[src/rtl/div_iter.sv]
// Iterative radix-2 restoring divider for DIV/DIVU/REM/REMU, one quotient bit per cycle.
// Operands are captured on accept; the result is held until the consumer takes it or Flush discards it.
module div_iter #(
  parameter int XLEN = 32
) (
  input  logic            clk,
  input  logic            reset_n,
  input  logic            Flush,
  input  logic            InValid,
  output logic            InReady,
  input  logic [XLEN-1:0] SrcA,
  input  logic [XLEN-1:0] SrcB,
  input  logic [2:0]      Funct3,
  output logic            OutValid,
  input  logic            OutReady,
  output logic [XLEN-1:0] Result,
  output logic [1:0]      dbg_state
);

  // Handshake: a transfer happens on a rising edge where valid & ready are both high.
  // Input side accepts only in IDLE without Flush; output side holds Result/OutValid
  // stable until OutReady, and Flush voids any transfer in the same cycle.

  localparam int CNT_W = $clog2(XLEN);
  localparam logic [CNT_W-1:0] LAST_CNT = CNT_W'(XLEN - 1);
  localparam logic [XLEN-1:0] MIN_NEG = {1'b1, {(XLEN-1){1'b0}}};
  localparam logic [XLEN-1:0] ONE     = XLEN'(1);

  typedef enum logic [1:0] {
    IDLE = 2'd0,
    ITER = 2'd1,
    FIX  = 2'd2,
    DONE = 2'd3
  } state_t;

  state_t          state;
  logic [CNT_W-1:0] cnt;
  logic [XLEN-1:0] rem_q;
  logic [XLEN-1:0] quo_q;
  logic [XLEN-1:0] absb_q;
  logic            sign_q;
  logic            sign_r;
  logic            sel_rem;

  logic            signed_op;
  logic            sign_a;
  logic            sign_b;
  logic [XLEN-1:0] abs_a;
  logic [XLEN-1:0] abs_b;
  logic            b_zero;
  logic            ovf;
  logic            accept;
  logic [XLEN:0]   shifted;
  logic [XLEN:0]   trial;
  logic [XLEN-1:0] fix_quo;
  logic [XLEN-1:0] fix_rem;
  logic            unused_f3;

  assign unused_f3 = Funct3[2];
  assign InReady   = (state == IDLE) && !Flush;
  assign accept    = InValid && InReady;
  assign dbg_state = state;

  always_comb begin
    signed_op = ~Funct3[0];
    sign_a    = signed_op & SrcA[XLEN-1];
    sign_b    = signed_op & SrcB[XLEN-1];
    // The most-negative value negates to itself, which is its correct unsigned magnitude.
    abs_a     = sign_a ? (~SrcA + ONE) : SrcA;
    abs_b     = sign_b ? (~SrcB + ONE) : SrcB;
    b_zero    = (SrcB == '0);
    ovf       = signed_op && (SrcA == MIN_NEG) && (SrcB == '1);
    // Partial remainder is always below |B|, so XLEN+1 bits hold the shift and the trial.
    shifted   = {rem_q, quo_q[XLEN-1]};
    trial     = shifted - {1'b0, absb_q};
    fix_quo   = sign_q ? (~quo_q + ONE) : quo_q;
    fix_rem   = sign_r ? (~rem_q + ONE) : rem_q;
  end

  always_ff @(posedge clk or negedge reset_n) begin
    if (!reset_n) begin
      state    <= IDLE;
      cnt      <= '0;
      rem_q    <= '0;
      quo_q    <= '0;
      absb_q   <= '0;
      sign_q   <= 1'b0;
      sign_r   <= 1'b0;
      sel_rem  <= 1'b0;
      Result   <= '0;
      OutValid <= 1'b0;
    end else if (Flush) begin
      state    <= IDLE;
      OutValid <= 1'b0;
    end else begin
      case (state)
        IDLE: begin
          if (accept) begin
            sel_rem <= Funct3[1];
            sign_q  <= sign_a ^ sign_b;
            sign_r  <= sign_a;
            absb_q  <= abs_b;
            if (b_zero) begin
              Result   <= Funct3[1] ? SrcA : '1;
              OutValid <= 1'b1;
              state    <= DONE;
            end else if (ovf) begin
              Result   <= Funct3[1] ? '0 : SrcA;
              OutValid <= 1'b1;
              state    <= DONE;
            end else begin
              cnt   <= '0;
              rem_q <= '0;
              quo_q <= abs_a;
              state <= ITER;
            end
          end
        end
        ITER: begin
          if (!trial[XLEN]) begin
            rem_q <= trial[XLEN-1:0];
          end else begin
            rem_q <= shifted[XLEN-1:0];
          end
          quo_q <= {quo_q[XLEN-2:0], ~trial[XLEN]};
          cnt   <= cnt + CNT_W'(1);
          if (cnt == LAST_CNT) begin
            state <= FIX;
          end
        end
        FIX: begin
          Result   <= sel_rem ? fix_rem : fix_quo;
          OutValid <= 1'b1;
          state    <= DONE;
        end
        DONE: begin
          if (OutReady) begin
            OutValid <= 1'b0;
            state    <= IDLE;
          end
        end
        default: begin
          state    <= IDLE;
          OutValid <= 1'b0;
        end
      endcase
    end
  end

endmodule

[config.mk]
export PLATFORM = sky130hd
export DESIGN_NAME = div_iter
export DESIGN_NICKNAME = d
export VERILOG_FILES = /design/src/rtl/div_iter.sv
export SDC_FILE = /design/constraint.sdc
export NUM_CORES = 1
export LEC_CHECK = 0
export ABC_CLOCK_PERIOD_IN_PS = 7300
export BUFFER_PORTS_ARGS = -buffer_cell sky130_fd_sc_hd__buf_2
export CORE_UTILIZATION = 40
export CTS_CLUSTER_DIAMETER = 150
export DETAILED_ROUTE_END_ITERATION = 6
export PLACE_DENSITY_LB_ADDON = 0.05
export RECOVER_POWER = 25
export SETUP_SLACK_MARGIN = 0.15
export SLEW_MARGIN = 25
export SYNTH_ARGS = -nofsm -noshare
export SYNTH_HDL_FRONTEND = slang
export SYNTH_SLANG_ARGS = --single-unit
[constraint.sdc]
create_clock -name clk -period 7.3 [get_ports clk]
set_input_delay 0.365 -clock clk [delete_from_list [all_inputs] [get_ports clk]]
set_output_delay 0.365 -clock clk [all_outputs]
set_load 0.005 [all_outputs]
## Word-level counts from Yosys, hierarchy flattened

Cells that the tools add are included.

- $add $sub $neg: 6
- Equality and inequality tests: 14
- Muxes and demuxes: 37
- Bitwise logic cells: 10
- Reduce and logical (&&, ||, !) cells: 15

Operator list:

| kind | count |
|---|---|
| 32-bit two-way mux | 17 |
| 32-bit one-hot mux with 2 select lines | 3 |
| 32-bit by 1-bit adder with 32-bit output (second input constant) | 4 |
| 32-bit NOT | 4 |
| 32-bit equality test (second input constant) | 2 |
| 33-bit by 32-bit subtractor with 33-bit output | 1 |
| 32-bit zero test | 1 |
| 5-bit two-way mux | 3 |
| 2-bit two-way mux | 6 |
| 3-bit != test (second input constant) | 4 |
| 5-bit one-hot mux with 2 select lines | 1 |
| 2-bit one-hot mux with 4 select lines | 1 |
| 4-bit AND reduction | 2 |
| 2-bit != test (second input constant) | 3 |
| 3-bit AND reduction | 2 |
| 5-bit by 1-bit adder with 5-bit output (second input constant) | 1 |
| 5-bit equality test (second input constant) | 1 |
| 1-bit two-way mux | 5 |
| 5-bit AND reduction | 1 |
| 2-bit equality test (second input constant) | 2 |
| 1-bit logical AND | 4 |
| 4-bit != test (second input constant) | 1 |
| 2-bit nonzero test | 2 |
| 4-bit nonzero test | 1 |
| other kinds (7) | 10 |

- Register bits after elaboration: 139
- Input port bits: 72
- Output and inout bits: 36
- Word-level logic and storage cells: 92

## Depth between registers and ports, before layout

Gate-level depths: netlist of the first run.

- Depth in word-level cells: 8
- Mapped depth: 14
- Mapped depth without buffers: 12

## Worst setup path before layout of the first run

Ideal clock, no wire load.

- Path type: reg2reg
- From: register quo_q[31]
- To: register rem_q[6]
- Setup time: 137 ps
- Data arrival time: 3098 ps
- Required time: 7163 ps
- Slack: 4066 ps
- Cell stages (with the launch flop): 14
- Path buffers: 2
- Clock period less this slack: 3234 ps
- Cells stage by stage: dfrtp_1 inv_1 ha_1 fa_1 nand2b_1 a21oi_1 o21ai_1 a2111oi_0 nor2_1 o311ai_1 buf_2 buf_4 mux2i_1 o21ai_0

- Cells in the longest elaborated chain, start to end: 3

RTL lines:

| item | line | text |
|---|---|---|
| start, declared | 39 | `logic [XLEN-1:0] quo_q;` |
| start signal, assigned | 114 | `quo_q <= abs_a;` |
| start signal, assigned | 125 | `quo_q <= {quo_q[XLEN-2:0], ~trial[XLEN]};` |
| 33-bit by 32-bit subtractor with 33-bit output | 75 | `trial = shifted - {1'b0, absb_q};` |
| 32-bit two-way mux | 120 | `if (!trial[XLEN]) begin` |
| 32-bit one-hot mux with 2 select lines | 96 | `case (state)` |
| end signal, assigned | 121 | `rem_q <= trial[XLEN-1:0];` |
| end signal, assigned | 123 | `rem_q <= shifted[XLEN-1:0];` |
| end, declared | 38 | `logic [XLEN-1:0] rem_q;` |

No other way between the ends.
A chain may end at the register's enable or synchronous reset.

## Final worst setup path of the first run

- From: register quo_q[31]
- To: register rem_q[1]

The elaborated chain is that of the path after synthesis.

==> impl_metrics.ini, run 1 <==
[worst_setup_path]
critical_path.max_stage_delay_ns = 0.69
r2r_slack_ns = 3.15
crit_fanout = 36
crit_arrival_ns = 4.46
cp_top_family = compound AO/OA/AOI/OAI gates
critPathCaptureType = flip-flop
path_cells = inv_1 -> ha_1 -> fa_1 -> nand2b_1 -> a21oi_1 -> o21ai_1 -> a2111oi_0 -> nor2_1 -> a41oi_1 -> o311ai_4 -> buf_4 -> mux2i_1 -> a22o_1
rr_worst_depth = 13
crit_slowest_cell = a2111oi_0
cp.depth = 13
critPathKind = flip-flop to flip-flop
critPathBufInv = 2
required_ns = 7.61
cp-start-kind = flip-flop

[final_layout]
fin_util_pct = 45.8
seqCellArea_um2 = 3480
fill_cells = 2877
multi_input_area_um2 = 7320
nets = 1638
drive_gt1_share_pct = 11.9
area_growth_pct = 12.5

[sta]
period_needed_ns = 4.15
rsz0062_at_grt = no
setup_viol = 0
hold_viol_final = 11
post-route-period-util_pct = 56.8
maxSlewHeadroom_pct = 31.8
fmax_mhz = 241
tightest_slew_ns = 1.02
fin_skew_ns = 0.0147
timing.hold.ws_ns = -0.0453
maxSlewViolCount = 0
final.setup.tns_ns = 0

[synthesis]
synth_ff_type = dfrtp_1
synth_area_leaders = dfrtp_1 31%, nand2_1 7.3%, o21ai_0 7.3%, a21oi_1 5.9%, xnor2_1 5.7%
synth-seq-cells = 139
synth_cells = 1470
yosys.area.top_type = dfrtp_1
syn-num-nets = 1586
synth_top_area_share_pct = 30.7
yosysWarnings = 0
synthArstFlopShare_pct = 100
synth-edff-count = 0
avgSynthCellArea_um2 = 7.71
yosysUniqueCellTypes = 73
seq_area_frac_synth_pct = 30.7
synth_area_um2 = 11300

[clock_network]
cts_tree = done
h-tree-depth = 4
cts-root-buf = clkbuf_16
clock_latency_ns = 0.43
clk_path_buf_depth = 2
holdBufCountCts = 0
cts_buffers = 17
ctsResizeCount = 0
postCtsSetupBuffers = 0
cts_sinks = 139
clk_pin_slew_ns = 0.07

[grt]
track_usage_pct = 23.5
grt_start_max_net_pins = 105
grt_pass1_wl_um = 52900
gr-total-overflow = 0
antenna_found_initial = 1
grt_pass1_vias = 9520

[floorplanning]
ioPinCount = 108
die_x_um = 170
dieArea_um2 = 29000
die_h_um = 170
row_count = 61
start_util_pct = 40.7
core_area_um2 = 27900

[route]
wl_per_cell_um = 17.5
dr.first_iter.drc_count = 689
finalWirelength_um = 33500
dr_total_vias = 10419
drtPass1Iterations = 5
drt-vias-per-instance = 5.44
drcViolationCount = 0
ant_nets = 0

[power]
peakVddDrop_mv = 0.281
total_leakage_power_uw = 0.00544
power_density_nw_per_um2 = 461

[outcome]
status = finished with violations
failed_checks = negative hold slack

[placed_design]
dp_hpwl_um = 25000
port_buffers = 106
gp_congestion = 0.904

[min_path]
min_path_type = input pin to asynchronous set/reset pin

[run]
maxCapViolCount = 0
cell type report:
cell class	instances	share of cell area (%)
Antenna cell	1	0.0196
Clock buffer	17	3.33
Clock inverter	15	1.23
Inverter	57	1.68
Multi-Input combinational cell	1189	57.4
Sequential cell	139	27.3
Tap cell	378	3.71
Timing Repair Buffer	118	5.38
power breakdown:
group	switching (µW)	internal, µW	leakage (µW)
combinational	2020	1440	0.00338
sequential	437	1090	0.00179
clock	403	482	0.000270
total	2860	3010	0.00544
cell families after synthesis:
| group | share of synthesized area [%] |
|---|---|
| mux | 3.10 |
| buf+inv | 5.13 |
| fa+ha+maj | 4.92 |
| compound gates | 25.2 |
| xor+xnor | 11.0 |
| simple gates | 20.0 |
| flops | 30.7 |
through the flow:
step | worst slack (ns) | total power [µW] | cell area (µm²) | cells
finish | 3.15 | 5880 | 12800 | 1914
detailed placement | 3.13 | 5000 | 12100 | 1880
global route | 2.75 | 6420 | 12800 | 1914
CTS | 3.20 | 5910 | 12700 | 1912
global placement | 3.13 | 4950 | 12100 | 1878
floorplan | 4.07 | 4100 | 11300 | 1470
sequential cells by signal, summed over array words and instances, names as in the netlist:
name,cells
quo_q,32
cnt,5
sign_r,1
dbg_state,2
sign_q,1
OutValid,1
rem_q,32
sel_rem,1
Result,32
absb_q,32
path summary, 6_finish.rpt:
kind,from,endpoint
setup / recovery,quo_q[31],rem_q[1]
hold / removal,reset_n,Result[7]
setup reg to reg,quo_q[31],rem_q[1]
hold reg to reg,Result[4],Result[4]
max in group asynchronous,reset_n,absb_q[19]
min in group clk,Flush,dbg_state[1]
placed cells by master (no fill, tap or decap), types with 41 or more instances in the layout:
| cell | synthesis | layout |
|---|---|---|
| xor2_1 | 69 | 69 |
| nor2_1 | 123 | 122 |
| a21oi_1 | 133 | 133 |
| o21ai_0 | 166 | 166 |
| buf_2 | 18 | 105 |
| xnor2_1 | 74 | 74 |
| ha_1 | 43 | 41 |
| nand2_1 | 222 | 221 |
| dfrtp_1 | 139 | 138 |
| inv_1 | 57 | 57 |
synth_stat cells, types with 8 or more instances:
cell type / instances
xnor2_1: 74
or3_1: 19
clkbuf_1: 57
a31oi_1: 8
a211oi_1: 30
a21o_1: 11
nand3_1: 16
nand2b_1: 11
o31ai_1: 31
or4_1: 15
nand2_1: 222
o21ai_1: 30
dfrtp_1: 139
o41ai_1: 12
nor2_1: 123
a21oi_1: 133
nor3_1: 27
o21ai_0: 166
nand4_1: 14
xor2_1: 69
buf_2: 18
mux2i_1: 34
ha_1: 43
inv_1: 57
layer usage:
metal | up-vias | GRT usage [%] | wire length (µm)
met5 | - | 0 | 0
met4 | 0 | 6.66 | 570
met3 | 27 | 2.79 | 971
met2 | 190 | 36.3 | 14800
met1 | 4868 | 34.4 | 17200
li1 | 5334 | - | -
No activity file was read; power rests on OpenSTA's default activity.
==> run 2: changes to the inputs <==
--- a/config.mk
+++ b/config.mk
@@ -5,7 +5,8 @@
 export SDC_FILE = /design/constraint.sdc
 export NUM_CORES = 1
 export LEC_CHECK = 0
-export ABC_CLOCK_PERIOD_IN_PS = 7300
+export ABC_AREA = 1
+export ABC_CLOCK_PERIOD_IN_PS = 3800
 export BUFFER_PORTS_ARGS = -buffer_cell sky130_fd_sc_hd__buf_2
 export CORE_UTILIZATION = 40
 export CTS_CLUSTER_DIAMETER = 150
==> constraint.sdc (replaced) <==
create_clock -name clk -period 3.8 [get_ports clk]
set_input_delay 0.19 -clock clk [delete_from_list [all_inputs] [get_ports clk]]
set_output_delay 0.19 -clock clk [all_outputs]
set_load 0.005 [all_outputs]
==> impl_metrics.ini, run 2 <==
[synthesis]
yosys.area.top_type = dfrtp_1
seq_area_frac_synth_pct = 25.7
synth-edff-count = 0
synth_area_leaders = dfrtp_1 26%, nand2_1 24%, nand3_1 11%, inv_1 8.0%, o21ai_0 5.8%
yosysMostFrequentCell = nand2_1
synth_cells = 2341
synthTopCellsByCount = 871 x nand2_1, 288 x inv_1, 287 x nand3_1, 200 x nor2_1, 157 x o21ai_0
synth_ff_type = dfrtp_1
synth_area_um2 = 13500
yosysUniqueCellTypes = 42
synth-seq-cells = 139
yosysWarnings = 0
synth_top_area_share_pct = 25.7
syn-num-nets = 2457
avgSynthCellArea_um2 = 5.79
synthArstFlopShare_pct = 100

[sta]
rsz0062_at_grt = no
period_needed_ns = 3.12
fin_skew_ns = 0.0161
maxSlewHeadroom_pct = -50.2
fmax_mhz = 320
maxSlewViolCount = 86
post-route-period-util_pct = 82.2
tightest_slew_ns = 2.25
hold_viol_final = 0
setup_viol = 0
final.setup.tns_ns = 0

[clock_network]
cts_tree = done
clk_path_buf_depth = 2
cts_buffers = 17
cts_sinks = 139
clock_latency_ns = 0.45
ctsResizeCount = 0
cts-root-buf = clkbuf_16
clk_pin_slew_ns = 0.07
postCtsSetupBuffers = 0
h-tree-depth = 4
holdBufCountCts = 1

[outcome]
failed_checks = max-capacitance violations, max-slew violations
status = finished with violations

[worst_setup_path]
critPathMostFrequentCell = nand2_1
crit_slowest_cell = fa_1
crit_arrival_ns = 3.45
critPathKind = flip-flop to flip-flop
critPathCaptureType = flip-flop
required_ns = 4.12
cp_top_family = simple AND/OR/NAND/NOR gates
path_cells = inv_1 -> ha_1 -> fa_1 -> inv_1 -> nand2_1 -> nand2_1 -> nand3_1 -> nand2_1 -> nand2_1 -> nand2_2 -> nand2_2 -> nand2_1 -> nand2_1 -> buf_4 -> nand2_1 -> buf_4 -> nand2_1 -> nand3_1 -> nand2_1
cp-start-kind = flip-flop
critical_path.max_stage_delay_ns = 0.44
critPathBufInv = 4
crit_fanout = 29
r2r_slack_ns = 0.68

[floorplanning]
start_util_pct = 40.5
die_x_um = 186
ioPinCount = 108
core_area_um2 = 33400
die_h_um = 186
row_count = 67
dieArea_um2 = 34600

[route]
drcViolationCount = 0
drtPass1Iterations = 6
finalWirelength_um = 48400
wl_per_cell_um = 16.8
dr_total_vias = 14825
ant_nets = 0
dr.first_iter.drc_count = 1124
drt-vias-per-instance = 5.16

[final_layout]
final_common_cell = nand2_1
nets = 2529
layout.cells.non_filler = 2875
drive_gt1_share_pct = 8.04
area_growth_pct = 11.3
mostFrequentLayoutCells = 871 x nand2_1, 287 x inv_1, 287 x nand3_1

[min_path]
min_path_type = input pin to flip-flop

[power]
peakVddDrop_mv = 0.431
power_density_nw_per_um2 = 636
total_power_uw = 9580
total_leakage_power_uw = 0.00837

[placed_design]
dp_hpwl_um = 38300
gp_congestion = 0.887
dp_cells = 2841
port_buffers = 106

[grt]
busiest_layer = met1
grt_pass1_vias = 12964
grt_util_met2_pct = 42.3
antenna_found_initial = 1
gr-total-overflow = 0
grt_pass1_wl_um = 74000
track_usage_pct = 28.5
grt.met3_usage_pct = 3.76
gr-usage-met1_pct = 42.4
grt_start_max_net_pins = 86

[run]
maxCapViolCount = 1
run 2: changes by cell type after synthesis, sizes merged, moves of 21 or more:
cell    before  now
inv         57  297
or4         21    0
a21oi      133   82
o31ai       34    0
mux2i       34    0
nand2      222  880
a211oi      30    0
nand3       16  289
xor2        69   42
xnor2       74   17
nor2       123  211
o21ai      196  162
nand4       15   40
run 2: path summary, 6_finish.rpt:
check                           start         end  depth (start not counted)
max                         quo_q[31]    rem_q[0]                         19
min                          SrcB[31]      sign_q                          2
max reg2reg                 quo_q[31]    rem_q[0]                         19
min reg2reg                Result[21]  Result[21]                          2
max in group asynchronous     reset_n   quo_q[22]                          3
min in group asynchronous     reset_n    quo_q[8]                          2
run 2: layer usage:
layer,vias up,share of wire (%)
met5,-,0
met4,0,2.0
met3,45,5.5
met2,426,43
met1,6779,50
li1,7575,-
run 2: area by class of cell:
class	instances	area, µm²
diodes	1	2.50
repair buffers	130	712
flip-flops and latches	139	3480
clock inverters	10	164
fillers	3742	18400
multi-input cells	1825	8550
well taps	448	561
clock buffers	22	474
inverters	300	1130
run 2: logic make-up (layout without fill, tap and decap cells):
group	after synthesis	in the layout	synth area share, %
buffers and inverters	377	462	11.2
flip-flops	139	139	25.7
other	0	1	0
adder cells (fa/ha/maj)	45	45	4.19
XOR/XNOR	59	59	3.81
AND/OR/NAND/NOR	1464	1464	45.3
AO/OA/AOI/OAI	257	257	9.75
run 2: report_power, final:
| group | switching (µW) | leakage [µW] | internal, µW |
|---|---|---|---|
| sequential | 414 | 0.00181 | 2000 |
| clock | 701 | 0.000299 | 1150 |
| combinational | 3710 | 0.00627 | 1600 |
run 2: worst reg2reg max path, stage by stage (launching register included):
cell     delay (ns)
dfrtp_1        0.34
inv_1          0.08
ha_1           0.28
fa_1           0.44
inv_1          0.17
nand2_1        0.07
nand2_1        0.07
nand3_1        0.07
nand2_1        0.17
nand2_1        0.09
nand2_2        0.09
nand2_2        0.08
nand2_1        0.09
nand2_1        0.05
buf_4          0.23
nand2_1        0.12
buf_4          0.23
nand2_1        0.08
nand3_1        0.17
nand2_1        0.07
run 2: per-stage QoR:
step	setup slack, ns	util, %	instance area (µm²)	hold slack (ns)
final	0.677	45.1	15100	0.0583
after global routing	0.452	45.1	15100	0.0701
after CTS	0.732	45.1	15100	0.0390
after detailed placement	0.746	43.1	14400	0.312
after global placement	0.788	43.1	14400	0.301
after floorplan	1.53	-	13500	-0.106
==> run 3: changes to the inputs <==
--- a/config.mk
+++ b/config.mk
@@ -6,7 +6,7 @@
 export NUM_CORES = 1
 export LEC_CHECK = 0
 export ABC_AREA = 1
-export ABC_CLOCK_PERIOD_IN_PS = 3800
+export ABC_CLOCK_PERIOD_IN_PS = 2700
 export BUFFER_PORTS_ARGS = -buffer_cell sky130_fd_sc_hd__buf_2
 export CORE_UTILIZATION = 40
 export CTS_CLUSTER_DIAMETER = 150
==> constraint.sdc (replaced) <==
create_clock -name clk -period 2.7 [get_ports clk]
set_input_delay 0.135 -clock clk [delete_from_list [all_inputs] [get_ports clk]]
set_output_delay 0.135 -clock clk [all_outputs]
set_load 0.005 [all_outputs]
==> impl_metrics.ini, run 3 (synthesized netlist as in run 2, its figures left out) <==
[worst_setup_path]
r2r-end = rem_q[13]
rr_worst_depth = 17
r2r_start = absb_q[0]
required_ns = 3.04
crit_arrival_ns = 2.78
critPathCaptureType = flip-flop
cp-start-kind = flip-flop
critPathKind = flip-flop to flip-flop
r2r_slack_ns = 0.26
crit_fanout = 10

[sta]
hold_viol_final = 0
setup_viol = 0
fin_skew_ns = 0.0153
maxSlewViolCount = 72
final.setup.tns_ns = 0
setup_ws_ns = 0.261
maxSlewHeadroom_pct = -37.9
period_needed_ns = 2.44
rsz0062_at_grt = no
tightest_slew_ns = 2.07
post-route-period-util_pct = 90.3
fmax_mhz = 410

[route]
drcViolationCount = 0
drtPass1Iterations = 5
dr.first_iter.drc_count = 1161
drt-vias-per-instance = 5.15
ant_nets = 0
dr_total_vias = 14929
wl_per_cell_um = 17.0
finalWirelength_um = 49200

[placed_design]
port_buffers = 106
placed_cell_area_um2 = 14600
dp_slack_ns = 0.0983
dp_cells = 2862
gp_congestion = 0.917
dp_hpwl_um = 38900

[grt]
grt_start_max_net_pins = 73
grt_pass1_wl_um = 74500
grt_pass1_vias = 13036
antenna_found_initial = 0
gr-total-overflow = 0
track_usage_pct = 28.8

[final_layout]
final_common_cell = nand2_1
stdcell_area_um2 = 15500
area_growth_pct = 14.1
drive_gt1_share_pct = 9.63
layout.cells.non_filler = 2899
diodes = 0
mostFrequentLayoutCells = 867 x nand2_1, 286 x nand3_1, 284 x inv_1
fill_cells = 3684
nets = 2554

[clock_network]
cts-root-buf = clkbuf_16
cts_sinks = 139
clock_latency_ns = 0.46
cts_tree = done
h-tree-depth = 4
clk_path_buf_depth = 2
cts_buffers = 17
clk_pin_slew_ns = 0.06

[floorplanning]
die_x_um = 186
dieArea_um2 = 34600
core_area_um2 = 33400
ioPinCount = 108
start_util_pct = 40.5
die_h_um = 186
row_count = 67

[power]
switching_share_pct = 50.6
p_clk_share_pct = 18.2
internal-power_uw = 6810
combinationalPowerShare_pct = 57.0
power.switching_uw = 6970
peakVddDrop_mv = 0.947
total_power_uw = 13800
seq_power_share_pct = 24.8
power_density_nw_per_um2 = 892
total_leakage_power_uw = 0.00851

[outcome]
status = finished with violations
failed_checks = max-capacitance violations, max-slew violations

[min_path]
hp-start = SrcB[8]
min_path_type = input pin to flip-flop
min_delay_worst_endpoint = absb_q[8]
worstHoldPathCells = 3

[run]
maxCapViolCount = 1
-- run 3: power groups by stage --
stage / registers [µW] / logic, µW / clock network, µW
finish: 3420 / 7860 / 2500
detailed placement: 3440 / 7610 / 0
floorplan: 3290 / 5150 / 0
global route: 3520 / 8790 / 2650
global placement: 3410 / 7570 / 0
CTS: 3410 / 7660 / 2560
-- run 3: metal layers --
| layer | track usage, % | routed length, µm | vias to the layer above |
|---|---|---|---|
| met2 | 43.3 | 21400 | 437 |
| met3 | 3.70 | 2620 | 37 |
| li1 | - | - | 7638 |
| met5 | 0 | 0 | - |
| met4 | 7.18 | 732 | 0 |
| met1 | 43.0 | 24500 | 6817 |
-- run 3: worst max-delay path: stages, from the launching register on --
cell and delay, ns:
dfrtp_1 0.43, ha_4 0.20, fa_2 0.37, inv_2 0.09, nand2_1 0.05, nand2_1 0.07, nand3_1 0.09, nand2_2 0.12
nand2_1 0.07, nand2_2 0.08, nand2_2 0.07, nand2_1 0.09, nand2_2 0.10, nand2_4 0.13, clkbuf_16 0.17, nand2_1 0.05
nand3_1 0.09, nand2_1 0.05
-- run 3: cell type report --
class | count | area [µm²] | area share (%)
multi-input combinational | 1825 | 8680 | 56.1
clock inverter | 10 | 140 | 0.907
timing repair buffer | 155 | 1010 | 6.52
sequential | 139 | 3480 | 22.5
clock buffer | 22 | 464 | 3.00
tap | 448 | 561 | 3.63
inverter | 300 | 1130 | 7.30
-- run 3: how the worst max path moves through the flow --
stage          depth (start not counted)        end       from
3_3_place_gp                          15   rem_q[3]    SrcB[0]
2_1_floorplan                         19  rem_q[13]  quo_q[31]
5_1_grt                                2   rem_q[4]    reset_n
3_5_place_dp                          18   rem_q[9]  quo_q[31]
6_report                              17  rem_q[13]  absb_q[0]
4_1_cts                               14  rem_q[10]   rem_q[5]
-- run 3: metrics by stage --
step,utilization (%),hold slack (ns)
finish,46.2,0.0198
detailed placement,43.8,0.230
global route,46.2,0.0413
floorplan,-,-0.161
global placement,43.8,0.225
CTS,45.7,0.0102
-- run 3: timing repair --
| action | 4_1_cts | 5_1_grt |
|---|---|---|
| pin swaps | 0 | 1 |
| hold buffers | 2 | 0 |
| gates cloned | 0 | 1 |
| buffers inserted | 0 | 2 |
| endpoints found under the hold margin | 71 | 0 |
| resized for setup | 3 | 27 |
| setup endpoints to repair | 33 | 63 |
